--- src/rtl/serial_frame_tx_pkg.sv ---
// serial_frame_tx_pkg: state encoding and line levels shared by the serial transmitter.
package serial_frame_tx_pkg;

    typedef enum logic [2:0] {
        IDLE   = 3'd0,
        START  = 3'd1,
        DATA   = 3'd2,
        PARITY = 3'd3,
        STOP   = 3'd4
    } state_t;

    localparam logic LINE_IDLE = 1'b1;
    localparam logic START_BIT = 1'b0;
    localparam logic STOP_BIT  = 1'b1;

endpackage

--- src/rtl/serial_frame_tx_baud.sv ---
// baud_tick_counter: counts clock cycles within a bit period and flags the last one.
module baud_tick_counter #(
    parameter int CLKS_PER_BIT = 4
) (
    input  logic clk,
    input  logic clear,
    input  logic en,
    output logic tick
);

    localparam int CW = CLKS_PER_BIT > 1 ? $clog2(CLKS_PER_BIT) : 1;

    logic [CW-1:0] cnt;

    assign tick = en && cnt == CW'(CLKS_PER_BIT - 1);

    // Held at zero while disabled so every frame starts on a fresh bit period.
    always_ff @(posedge clk or negedge clear) begin
        if (!clear) cnt <= '0;
        else        cnt <= (en && !tick) ? cnt + 1'b1 : '0;
    end

endmodule

--- src/rtl/serial_frame_tx.sv ---
// serial_frame_tx: serialises a handshaked parallel word as start, LSB-first data,
// optional even parity and stop bit on an idle-high line.
module serial_frame_tx
    import serial_frame_tx_pkg::*;
#(
    parameter int WIDTH        = 8,
    parameter int CLKS_PER_BIT = 4,
    parameter bit PARITY_EN    = 1'b1
) (
    input  logic             clk,
    input  logic             clear,
    input  logic [WIDTH-1:0] in_data,
    input  logic             in_valid,
    output logic             in_ready,
    output logic             txd,
    output logic             busy,
    output logic             done
);

    localparam int BW = $clog2(WIDTH + 1);

    state_t           state, state_next;
    logic [WIDTH-1:0] shift, shift_next;
    logic [BW-1:0]    bit_cnt, bit_cnt_next;
    logic             parity, parity_next, txd_next, tick, last_bit;

    baud_tick_counter #(.CLKS_PER_BIT(CLKS_PER_BIT)) u_baud (
        .clk  (clk),
        .clear(clear),
        .en   (busy),
        .tick (tick)
    );

    assign busy     = state != IDLE;
    assign in_ready = state == IDLE;
    assign done     = state == STOP && tick;
    assign last_bit = bit_cnt == BW'(WIDTH - 1);

    always_comb begin
        state_next   = state;
        shift_next   = shift;
        bit_cnt_next = bit_cnt;
        parity_next  = parity;
        case (state)
            IDLE: if (in_valid) begin
                state_next   = START;
                shift_next   = in_data;
                parity_next  = ^in_data;
                bit_cnt_next = '0;
            end
            START:  if (tick) state_next = DATA;
            DATA: if (tick) begin
                shift_next   = shift >> 1;
                bit_cnt_next = last_bit ? '0 : bit_cnt + 1'b1;
                if (last_bit) state_next = PARITY_EN ? PARITY : STOP;
            end
            PARITY: if (tick) state_next = STOP;
            STOP:   if (tick) state_next = IDLE;
            default: state_next = IDLE;
        endcase
        // txd is registered from the upcoming state so the line changes exactly on bit boundaries.
        txd_next = state_next == START  ? START_BIT :
                   state_next == DATA   ? shift_next[0] :
                   state_next == PARITY ? parity_next :
                   state_next == STOP   ? STOP_BIT : LINE_IDLE;
    end

    always_ff @(posedge clk or negedge clear) begin
        if (!clear) begin
            state   <= IDLE;
            shift   <= '0;
            bit_cnt <= '0;
            parity  <= 1'b0;
            txd     <= LINE_IDLE;
        end else begin
            state   <= state_next;
            shift   <= shift_next;
            bit_cnt <= bit_cnt_next;
            parity  <= parity_next;
            txd     <= txd_next;
        end
    end

endmodule

--- config.mk ---
export PLATFORM = sky130hd
export DESIGN_NAME = serial_frame_tx
export DESIGN_NICKNAME = d
export VERILOG_FILES = /design/src/rtl/serial_frame_tx_pkg.sv /design/src/rtl/serial_frame_tx_baud.sv /design/src/rtl/serial_frame_tx.sv
export SDC_FILE = /design/constraint.sdc
export NUM_CORES = 1
export LEC_CHECK = 0
export ABC_AREA = 0
export CELL_PAD_IN_SITES_DETAIL_PLACEMENT = 2
export CELL_PAD_IN_SITES_GLOBAL_PLACEMENT = 2
export CORE_UTILIZATION = 34
export CTS_BUF_LIST = sky130_fd_sc_hd__clkbuf_4 sky130_fd_sc_hd__clkbuf_8
export CTS_CLUSTER_DIAMETER = 60
export CTS_CLUSTER_SIZE = 14
export DETAILED_ROUTE_END_ITERATION = 10
export PLACE_DENSITY = 0.81
export SYNTH_ARGS = -nofsm -noshare
export SYNTH_HDL_FRONTEND = slang
export SYNTH_SLANG_ARGS = --single-unit
--- constraint.sdc ---
create_clock -name clk -period 2 [get_ports clk]
set_input_delay 0.4 -clock clk [delete_from_list [all_inputs] [get_ports clk]]
set_output_delay 0.4 -clock clk [all_outputs]
set_load 0.005 [all_outputs]
=== Yosys cells after proc, flatten, opt, wreduce, memory -nomap -nowiden ===
Index checks and enable logic that the tools add are counted.

* $add $sub $neg: 2
* Eq/ne operators: 11
* Multiplexer cells: 20
* Reduce and logical (&&, ||, !) cells: 9

{| class="wikitable"
|+ Operators by type and width
! operator !! number
|-
| 3-bit 2-to-1 mux || 6
|-
| 8-bit 2-to-1 mux || 2
|-
| 8-bit one-hot mux with 2 select lines || 1
|-
| 3-bit one-hot mux with 5 select lines || 1
|-
| 3-bit by 2-bit equality test with 1-bit output (second input constant) || 4
|-
| 4-bit 2-to-1 mux || 3
|-
| 4-bit one-hot mux with 2 select lines || 1
|-
| 8-bit parity || 1
|-
| 3-bit by 1-bit equality test with 1-bit output (second input constant) || 2
|-
| 1-bit 2-to-1 mux || 5
|-
| 4-bit by 1-bit adder with 4-bit output (second input constant) || 1
|-
| 4-bit by 3-bit equality test with 1-bit output (second input constant) || 1
|-
| 2-bit inequality test (second input constant) || 2
|-
| 3-bit equality test (second input constant) || 1
|-
| 1-bit logical AND || 3
|-
| 3-bit zero test || 1
|-
| 3-bit AND reduction || 1
|-
| 3-bit nonzero test || 1
|-
| 2-bit by 1-bit adder with 2-bit output (second input constant) || 1
|-
| 2-bit equality test (second input constant) || 1
|-
| 2-bit 2-to-1 mux || 1
|-
| 2-bit nonzero test || 1
|-
| 1-bit zero test || 1
|}

* Register bits: 19
* Input bits: 11
* Output and inout port bits: 4
* Logic and storage cells: 49

=== Longest topological paths before layout ===
* Word-level depth: 8
* Gate-level depth with buffers: 6
* Mapped depth without buffers: 5

=== Cells and area by module ===
Synthesis repeated with hierarchy kept, for this count alone.

* Cell total of the unflattened synthesis: 98
* Area, all modules: 1,013.5 um^2

{| class="wikitable"
|+ By module, submodules not included
! module !! times used !! cells an instance !! area each (um^2) !! sequential area each (um^2)
|-
| serial_frame_tx || 1 || 92 || 922.1 || 426.7
|-
| baud_tick_counter || 1 || 6 || 91.3 || 50.0
|}

=== Worst setup path after synthesis ===
Ideal clock, no wire load.

* Path type: reg-to-reg
* Start: register u_baud.cnt[0]
* End: register txd
* Library setup time: 0.075 ns
* Data arrival time: 1.449 ns
* Required time: 1.925 ns
* Path slack: 0.476 ns
* Cell stages (with the launch flop): 7
* Clock period less this slack: 1.524 ns
* Cell sequence: dfrtp_1 ha_1 and4bb_1 or2_0 clkbuf_1 o211a_1 mux2i_1

* Longest elaborated chain between the ends: 8

{| class="wikitable"
|+ RTL lines
! element !! line !! text
|-
| start, declared || serial_frame_tx_baud.sv:13 || <nowiki>logic [CW-1:0] cnt;</nowiki>
|-
| start signal, assigned || serial_frame_tx_baud.sv:20 || <nowiki>else cnt <= (en && !tick) ? cnt + 1'b1 : '0;</nowiki>
|-
| 2-bit equality test * || serial_frame_tx_baud.sv:15 || <nowiki>assign tick = en && cnt == CW'(CLKS_PER_BIT - 1);</nowiki>
|-
| 1-bit logical AND * || serial_frame_tx_baud.sv:15 ||
|-
| 3-bit 2-to-1 mux (on tied branches) || n/a ||
|-
| 3-bit one-hot mux with 5 select lines || serial_frame_tx.sv:44 || <nowiki>case (state)</nowiki>
|-
| 3-bit by 2-bit equality test with 1-bit output || serial_frame_tx.sv:64 || <nowiki>state_next == PARITY ? parity_next :</nowiki>
|-
| 1-bit 2-to-1 mux || serial_frame_tx.sv:64 ||
|-
| 1-bit 2-to-1 mux || serial_frame_tx.sv:63 || <nowiki>state_next == DATA ? shift_next[0] :</nowiki>
|-
| 1-bit 2-to-1 mux * || serial_frame_tx.sv:62 || <nowiki>txd_next = state_next == START ? START_BIT :</nowiki>
|-
| net txd_next || serial_frame_tx.sv:25 || <nowiki>logic parity, parity_next, txd_next, tick, last_bit;</nowiki>
|-
| end signal, assigned || serial_frame_tx.sv:80 || <nowiki>txd <= txd_next;</nowiki>
|-
| end, declared || serial_frame_tx.sv:15 || <nowiki>output logic txd,</nowiki>
|}

Mark *: on every way through the listed nets, which the timed path passes. The rest lies on a longest branch. The select of a mux whose other input is x is not followed.
A chain may end at the register's enable or synchronous reset.

=== Worst setup path in the final report ===
* Start: register state[2]
* End: output in_ready

* Longest elaborated chain between the ends: 1

{| class="wikitable"
|+ RTL lines
! element !! line !! text
|-
| start, declared || serial_frame_tx.sv:22 || <nowiki>state_t state, state_next;</nowiki>
|-
| start signal, assigned || serial_frame_tx.sv:76 || <nowiki>state <= state_next;</nowiki>
|-
| 3-bit zero test || serial_frame_tx.sv:35 || <nowiki>assign in_ready = state == IDLE;</nowiki>
|-
| end, declared || serial_frame_tx.sv:14 || <nowiki>output logic in_ready,</nowiki>
|}

No other way between the ends.

==> impl_metrics.toml <==
[yosys]
ys_warn_count = 0
synth_area_sq_um = 993.5
synth_edf_count = 0
yosysSeqAreaShare_pct = 47.98
syn_area_per_cell_sq_um = 9.740
synth_seq_cells = 19
syn_nets = 115
synthFlopType = "dfrtp_1"
synthTopCellsByArea = "dfrtp_1 45%, o21ai_0 6.5%, xnor2_1 6.2%"
yosys-top-cells-count = "18 x dfrtp_1, 13 x o21ai_0, 11 x inv_1, 7 x a22oi_1, 7 x xnor2_1"
synthArstFlopShare_pct = 100.0
synth.most_common_cell = "dfrtp_1"
synth_top_area_cell = "dfrtp_1"
netlist-cell-type-count = 33
yosysTopAreaCellShare_pct = 45.34
netlist_instances = 102

[floorplan]
die_w_um = 56.06
coreArea_sq_um = 2758
start_util_pct = 36.03
dieArea_sq_um = 3142
num_io_pins = 15
rows = 19
die_y_um = 56.06

[setup_path]
required_ns = 1.60
critical_path_arrival_ns = 1.53
critical_path.max_fanout = 8
r2r_cells = 6
r2r-end = "bit_cnt[3]"
critPathLaunchType = "flop"
crit_type = "flop to output pin"
worstReg2RegStart = "state[0]"
r2r_setup_slack_ns = 0.10
crit_path_end_kind = "output pin"

[clock_tree]
cts_root_buf = "clkbuf_4"
clk_latency_ns = 0.30
cts_hold_buffers = 0
cts.sinks = 19
cts_made_buffers = 3
cts_tree = "done"
cts_max_level = 1
path_clk_slew_ns = 0.12
cts_buffer_depth = 2

[drt]
vias_per_cell = 5.477
drt_iter0_markers = 9
drc = 0
vias = 838
wl_per_cell_um = 19.08
firstDrtPassIters = 4
drtAntennaViolNets = 0
drt-total-wl_mm = 2.920

[sta]
slew_violations = 0
fin_ws_ns = 0.07451
finalSetupViolCount = 0
grt_setup_unrepaired = "false"
timing.fmax_mhz = 519.3
hold_viol_final = 0
relSlewSlack_pct = 65.59
skew_ns = 0.009084
tns_ns = 0
finalCriticalPeriod_ns = 1.925
fin_crit_sh_pct = 96.27
worst_pin_slew_ns = 0.5162

[layout]
syn_to_final_growth_pct = 26.95
fin_cells = 153
multi_input_area_sq_um = 459.2
seq_area_sq_um = 478.0
nNetsFinal = 136
diodes = 0
post-route-util_pct = 45.74
nFillCells = 297
drive_gt1_share_pct = 17.21

[pwr]
power_mw = 1.682
powerDensity_nw_per_um2 = 1333
irDropWorstVdd_mv = 0.7907
power_leakage_nw = 0.5372

[grt]
grt_use_total_pct = 20.92
grt_pass1_vias = 1001
grt_first_pass_wirelength_mm = 5.023
grt_max_degree = 20
gr-total-overflow = 0
antenna_found_initial = 0

[placed_design]
numPortBuffers = 14
placed_cells = 147
dp_slack_ns = 0.1574
gp_congestion = 0.7371
dpl.hpwl_mm = 1.818

[hold_path]
min_path_type = "primary input to async pin"

[status]
status = "complete, no violations"

[flow_run]
maxCapViolCount = 0
metal layers:
layer / part of all wire [%] / global-route usage (%) / up-vias / routed length, um
met1: 44 / 26.22 / 429 / 1290
met2: 53 / 37.24 / 10 / 1557
li1: - / - / 397 / -
met3: 1.8 / 3.721 / 2 / 52
met4: 0.65 / 4.878 / 0 / 19
met5: 0 / 0 / - / 0
worst max-delay path: stages, from the launching register on:
cell and delay (ns):
dfrtp_2 0.50, nor3_4 0.19, clkdlybuf4s50_1 0.53
cells in the final DEF, fill, tap and decap left out, drive strengths merged, types with 2 or more instances in the layout:
cell / count
clkdlybuf4s50: 13
nor2: 3
clkbuf: 4
nor3: 2
nand3: 2
buf: 9
inv: 11
o21ai: 13
a21oi: 6
xnor2: 7
ha: 2
dfrtp: 18
nand2: 5
a22oi: 7
through the flow:
step,instance area (sq um),hold slack (ns)
2_1_floorplan,993.5,0.1044
3_3_place_gp,1187,0.4245
3_5_place_dp,1187,0.4332
4_1_cts,1260,0.4317
5_1_grt,1261,0.4380
6_report,1261,0.4269
cells by family (layout without fill, tap and decap cells):
family	after synthesis	in the layout	synth area share (%)
xor+xnor	7	7	6.171
fa+ha+maj	2	2	2.518
simple gates	25	25	15.75
mux	1	1	1.008
flops	19	19	47.99
compound gates	30	30	18.64
buf+inv	18	38	7.934
registers in the layout (all words and copies together) (netlist names):
signal and count:
shift 8, bit_cnt 4, state 3, u_baud.cnt 2
parity 1, txd 1
power breakdown:
part	leakage (nW)	total, mW	internal (mW)	switching [mW]
Clock	0.0184	0.213	0.0912	0.122
Combinational	0.287	0.764	0.374	0.390
Sequential	0.232	0.704	0.565	0.139
repair_timing:
action,CTS,global route
endpoints found under the hold margin,0,0
resized for setup,8,2
buffers inserted,2,0
endpoints found under the setup margin,3,11
layout make-up:
cell class,count,area share (%)
flip-flops and latches,19,37.90
multi-input cells,65,36.41
repair buffers,23,16.96
inverters,11,3.274
well taps,31,3.075
clock buffers,4,2.381
worst max-delay path by stage:
stage | end | start
6_report | in_ready | state[2]
3_3_place_gp | in_ready | state[2]
4_1_cts | bit_cnt[3] | state[0]
3_5_place_dp | bit_cnt[3] | u_baud.cnt[0]
2_1_floorplan | txd | u_baud.cnt[0]
5_1_grt | in_ready | state[0]
(Power assumes the default switching activity.)
